$ cat config.mk
export PLATFORM = sky130hd
export DESIGN_NAME = flash_arbiter
export DESIGN_NICKNAME = d
export VERILOG_FILES = /design/src/rtl/flash_arb_pkg.sv /design/src/rtl/flash_rr_pick.sv /design/src/rtl/flash_arbiter.sv
export SDC_FILE = /design/constraint.sdc
export NUM_CORES = 1
export LEC_CHECK = 0
export CAP_MARGIN = 20
export CORE_ASPECT_RATIO = 1.2
export CORE_UTILIZATION = 43
export CTS_CLUSTER_SIZE = 16
export DETAILED_ROUTE_END_ITERATION = 8
export PLACE_DENSITY = 0.8
export SYNTH_ARGS = -nofsm -noshare
export SYNTH_HDL_FRONTEND = slang
export SYNTH_SLANG_ARGS = --single-unit
$ cat constraint.sdc
create_clock -name clk -period 2.47 [get_ports clk]
set_clock_uncertainty 0.05 [all_clocks]
set_input_delay 0.247 -clock clk [delete_from_list [all_inputs] [get_ports clk]]
set_output_delay 0.247 -clock clk [all_outputs]
set_load 0.02 [all_outputs]
$ cat src/rtl/flash_arb_pkg.sv
// flash_arb_pkg: op codes, FSM states and defaults shared by the flash arbiter slice.
package flash_arb_pkg;
  localparam int TIMEOUT_DEF = 16;
  typedef enum logic [1:0] {OP_READ = 2'd0, OP_WRITE = 2'd1, OP_ERASE = 2'd2, OP_ILL = 2'd3} op_t;
  typedef enum logic [2:0] {SYNC, IDLE, WAIT_BUSY, WAIT_DONE, RELEASE} state_t;
endpackage

$ cat src/rtl/flash_rr_pick.sv
// flash_rr_pick: two-way round-robin chooser producing a one-hot grant.
module flash_rr_pick (
  input  logic [1:0] req,
  input  logic       last_grant,
  output logic [1:0] grant
);
  always_comb grant = &req ? (last_grant ? 2'b01 : 2'b10) : req;
endmodule

$ cat src/rtl/flash_arbiter.sv
// flash_arbiter: shares one flash driver between a CPU read port and a programmer port.
module flash_arbiter
  import flash_arb_pkg::*;
#(
  parameter int TIMEOUT_CYC = TIMEOUT_DEF
) (
  input  logic        clk,
  input  logic        rst,
  input  logic        m0_req,
  input  logic [21:0] m0_addr,
  output logic        m0_ack,
  output logic [15:0] m0_rdata,
  input  logic        m1_req,
  input  logic [1:0]  m1_op,
  input  logic [21:0] m1_addr,
  input  logic [15:0] m1_wdata,
  output logic        m1_ack,
  output logic [15:0] m1_rdata,
  output logic        m1_err,
  output logic [21:0] drv_addr,
  output logic [15:0] drv_wdata,
  input  logic [15:0] drv_rdata,
  output logic        drv_read,
  output logic        drv_write,
  output logic        drv_erase,
  input  logic        drv_busy,
  output logic [1:0]  owner
);
  state_t     state;
  logic [7:0] cnt;
  logic       sync_seen;
  logic       last_grant;
  logic [1:0] grant;
  flash_rr_pick u_pick (.req({m1_req, m0_req}), .last_grant(last_grant), .grant(grant));
  always_ff @(posedge clk) begin
    if (!rst) begin
      state      <= SYNC;
      cnt        <= '0;
      sync_seen  <= 1'b0;
      last_grant <= 1'b1;
      owner      <= '0;
      m0_ack     <= 1'b0;
      m1_ack     <= 1'b0;
      m1_err     <= 1'b0;
      m0_rdata   <= '0;
      m1_rdata   <= '0;
      drv_addr   <= '0;
      drv_wdata  <= '0;
      drv_read   <= 1'b0;
      drv_write  <= 1'b0;
      drv_erase  <= 1'b0;
    end else begin
      case (state)
        SYNC: begin
          // the driver may still be finishing a command issued before reset
          sync_seen <= !drv_busy;
          if (!drv_busy && sync_seen) state <= IDLE;
        end
        IDLE: if (|grant) begin
          owner      <= grant;
          last_grant <= grant[1];
          drv_addr   <= grant[1] ? m1_addr : m0_addr;
          drv_wdata  <= grant[1] ? m1_wdata : '0;
          cnt        <= '0;
          if (grant[1] && m1_op == OP_ILL) begin
            m1_ack <= 1'b1;
            m1_err <= 1'b1;
            state  <= RELEASE;
          end else begin
            drv_read  <= grant[0] || m1_op == OP_READ;
            drv_write <= grant[1] && m1_op == OP_WRITE;
            drv_erase <= grant[1] && m1_op == OP_ERASE;
            state     <= WAIT_BUSY;
          end
        end
        WAIT_BUSY: begin
          drv_write <= 1'b0;
          drv_erase <= 1'b0;
          if (drv_busy) state <= WAIT_DONE;
          else if (cnt == 8'(TIMEOUT_CYC - 1)) begin
            drv_read <= 1'b0;
            m0_ack   <= owner[0];
            m1_ack   <= owner[1];
            m1_err   <= owner[1];
            if (owner[0]) m0_rdata <= 16'hFFFF;
            state <= RELEASE;
          end else cnt <= cnt + 8'd1;
        end
        WAIT_DONE: if (!drv_busy) begin
          if (drv_read && owner[0]) m0_rdata <= drv_rdata;
          if (drv_read && owner[1]) m1_rdata <= drv_rdata;
          drv_read <= 1'b0;
          m0_ack   <= owner[0];
          m1_ack   <= owner[1];
          state    <= RELEASE;
        end
        RELEASE: begin
          m0_ack <= 1'b0;
          m1_ack <= 1'b0;
          m1_err <= 1'b0;
          owner  <= '0;
          state  <= IDLE;
        end
        default: state <= SYNC;
      endcase
    end
  end
endmodule

==> impl_results.rst <==
.. list-table::
   :header-rows: 1

   * - Metric
     - Value
   * - Sw Pwr
     - 816 µW
   * - Via density
     - between 5 and 6
   * - Effective utilization at floorplan
     - a little under half
   * - Combinational power share
     - between 15 and 20%
   * - Number of global-route vias before repair
     - 3670
   * - Max Fclk
     - 488 MHz
   * - Via count
     - roughly 3800
   * - Number of flops mapped to enable cells by yosys
     - 0
   * - Iteration count of the initial detailed-routing pass
     - 5
   * - Async S/R FF share, synth
     - 0%
   * - Slew of the pin with the lowest slew margin
     - 0.593 ns
   * - Post-route DRC violation count
     - 0
   * - Final Max Slew Viols
     - 0
   * - Sum of overflow across all layers after global routing
     - 0
   * - Post-Syn Nets
     - 527
   * - Arrival time worst endpoint
     - approximately 2.3 ns
   * - Slew Limit Headroom
     - 60.4%
   * - Number of clock buffers inserted by TritonCTS
     - 9
   * - Clock tree from TritonCTS
     - built
   * - Max Root-Sink Buffers
     - 2
   * - Fin area
     - 5830 µm²
   * - Number of buffers added to fix hold violations after cts
     - 0
   * - Dominant combinational cell family by area after synthesis
     - compound AO/OA/AOI/OAI gates
   * - Sum of negative setup slack
     - 0 ns
   * - Type of origin of the critical path
     - flip-flop
   * - Switching portion of total power
     - roughly 27%
   * - Int Power
     - between 2000 and 2500 µW
   * - Iteration-0 DRC count of the detailed router
     - between 150 and 200
   * - Clock-pin slew of the registers on the worst-case setup and hold paths
     - roughly 0.09 ns
   * - Required time at the worst-slack endpoint
     - between 2 and 3 ns
   * - Number of cell rows
     - 37
   * - Global-route wire length before repair
     - about 17000 µm
   * - Portion of the clock cycle consumed by the worst path in the final layout
     - 83.0%
   * - Count of synthesis-stage warnings from yosys
     - 0
   * - Highest-count cells in the layout ignoring fill and taps
     - clkdlybuf4s50_1, dfxtp_1, nand2_1
   * - Clock Sinks
     - a little over 90
   * - Critical Path Sink Type
     - flip-flop
   * - Die area
     - around 9600 µm²
   * - Xor-xnor portion of the synthesized cell area
     - less than 1%
   * - Gate count of the mapped netlist
     - between 400 and 500
   * - Seq cells post-synth
     - between 90 and 100
   * - Post-Synthesis Cell Area
     - a little under 4000 µm²
   * - Final hold viol count
     - 0
   * - Post-layout minimum cycle time
     - between 2 and 2.5 ns
   * - Core Region
     - about 8700 µm²
   * - Clk Latency, worst-skew pair
     - about 0.36 ns
   * - Adder-cell area share of the yosys netlist
     - 0.316%
   * - H-tree depth reported by CTS
     - 3
   * - Post-cts resize count
     - 0
   * - Number of antenna violations at the first check in global routing
     - 0
   * - Clock share of power
     - a little under a third
   * - Most frequent standard cell in the layout excluding fill and tap cells
     - clkdlybuf4s50_1
   * - Register share of total power
     - just over 50%
   * - DRT antenna net count
     - 0
   * - Antenna cell count
     - 0
   * - Compound-cell area share of the yosys netlist
     - a little over a fifth
   * - Synthesized area divided by synthesized cell count
     - between 8 and 9 µm²
   * - Post CTS Setup Buffer Count
     - 0
   * - Setup repair after global routing missed its margin
     - no
   * - Post-synthesis mux area share
     - between 10% and 20%
   * - Net count reported at finish
     - ~670
   * - Max Fanout on Critical Path
     - 14
   * - Clock root buffer
     - clkbuf_8
   * - Number of failing setup endpoints in the final timing report
     - 0
   * - Maximum number of pins on one net before global-route repair
     - 45
   * - Max IR drop VDD
     - around 350 µV
   * - Avg WL per Cell
     - 14.7 µm
   * - Top FF cell, synth
     - dfxtp_1
   * - Detailed Route WL
     - 10500 µm
   * - Total placed instance area
     - around 5600 µm²
   * - Weighted congestion at the end of routability-driven global placement
     - about 0.81
   * - Fraction of final layout cells with drive strength greater than 1
     - 7.39%
   * - Register cell area after layout
     - 1820 µm²
   * - Number of I/O port buffers
     - 160
   * - DIE WIDTH
     - around 90 µm
   * - GRT Resource Usage Total
     - approximately 22%
   * - Kind of critical path
     - reg2reg
   * - Status
     - complete, no violations
   * - Half-perimeter wire length after placement
     - around 7900 µm
   * - Class of the most critical hold timing path
     - reg2reg
   * - Unique cell type count in the Yosys netlist
     - 53
   * - Proportion of synthesized chip area in sequential cells
     - 46.0%
   * - Leakage power
     - between 0.002 and 0.0025 µW
   * - Io pins
     - ~160
   * - Maximum Capacitance Violations
     - 0
   * - Area of combinational cells with multiple inputs
     - a little under 2000 µm²
   * - Final-layout fill cell count
     - 722
   * - Synth-to-Final Area Change
     - 47.3%
   * - Post-Synth Simple-Gate Area
     - between 10% and 20%
   * - Die Span Y
     - between 100 and 150 µm
   * - Power per Cell Area
     - approximately 520 nW/µm²
==> flip-flops by register name, indices dropped and copies added, names as in the netlist, 2 cells and up <==
signal     count
cnt            8
drv_addr      22
drv_wdata     16
m0_rdata      16
m1_rdata      16
owner          2
state          3
==> layer usage <==
layer | GRT usage (%) | vias up | part of all wire [%]
li1 | - | 1881 | -
met2 | 39.3 | 153 | 49
met5 | 0 | - | 0
met1 | 24.9 | 1749 | 41
met4 | 7.60 | 0 | 1.2
met3 | 7.01 | 12 | 8.3
==> layout make-up <==
type,count,share of cell area (%)
sequential,91,31.3
multi-input combinational,310,33.6
tap,117,2.51
timing repair buffer,172,29.0
clock inverter,5,0.644
clock buffer,11,2.60
inverter,6,0.386
==> critical path: stages (launching register included) <==
cell and delay, ns:
dfxtp_1 0.63, or4b_4 0.56, a21oi_2 0.30, a41oi_1 0.19, a311oi_2 0.25
==> synthesized netlist by cell type, drive strengths merged, types with 6 or more instances <==
library cell / number / area (µm²)
inv: 6 / 22.5
clkbuf: 22 / 82.6
nand2: 59 / 221
a211oi: 23 / 173
mux2i: 41 / 410
buf: 14 / 83.8
dfxtp: 91 / 1820
a21oi: 26 / 134
nand3: 11 / 55.1
o21ai: 24 / 120
and3: 6 / 37.5
nor2: 45 / 176
a22oi: 16 / 120
==> cell families after synthesis <==
kind of cell             count (synthesis)
adder cells (fa/ha/maj)                  1
multiplexers                            41
buffers and inverters                   42
XOR/XNOR                                 1
flip-flops                              91
AND/OR/NAND/NOR                        146
AO/OA/AOI/OAI                          121
==> power groups by stage <==
| stage | combinational [µW] | sequential (µW) | clock [µW] |
|---|---|---|---|
| after floorplan | 223 | 1630 | 0 |
| after global placement | 529 | 1590 | 0 |
| after detailed placement | 539 | 1590 | 0 |
| after CTS | 541 | 1550 | 966 |
| after global routing | 583 | 1560 | 1040 |
| final | 539 | 1550 | 945 |
==> final timing paths <==
check / end / startpoint / slack (ns) / cells past startpoint
worst max-delay path: cnt[7] / state[1] / 0.42 / 4
worst min-delay path: m1_rdata[6] / m1_rdata[6] / 0.41 / 2
worst max register to register: cnt[7] / state[1] / 0.42 / 4
worst min register to register: m1_rdata[6] / m1_rdata[6] / 0.41 / 2
==> stage by stage <==
step / total power, µW / setup slack (ns) / std cells / util, % / hold slack [ns]
floorplan: 1850 / 0.684 / 443 / - / 0.293
global placement: 2120 / 0.398 / 696 / 64.5 / 0.393
detailed placement: 2130 / 0.305 / 696 / 64.5 / 0.401
finish: 3040 / 0.420 / 712 / 66.6 / 0.412
global route: 3180 / 0.259 / 712 / 66.6 / 0.433
CTS: 3060 / 0.420 / 712 / 66.6 / 0.408
No activity file was read; power rests on OpenSTA's default activity.
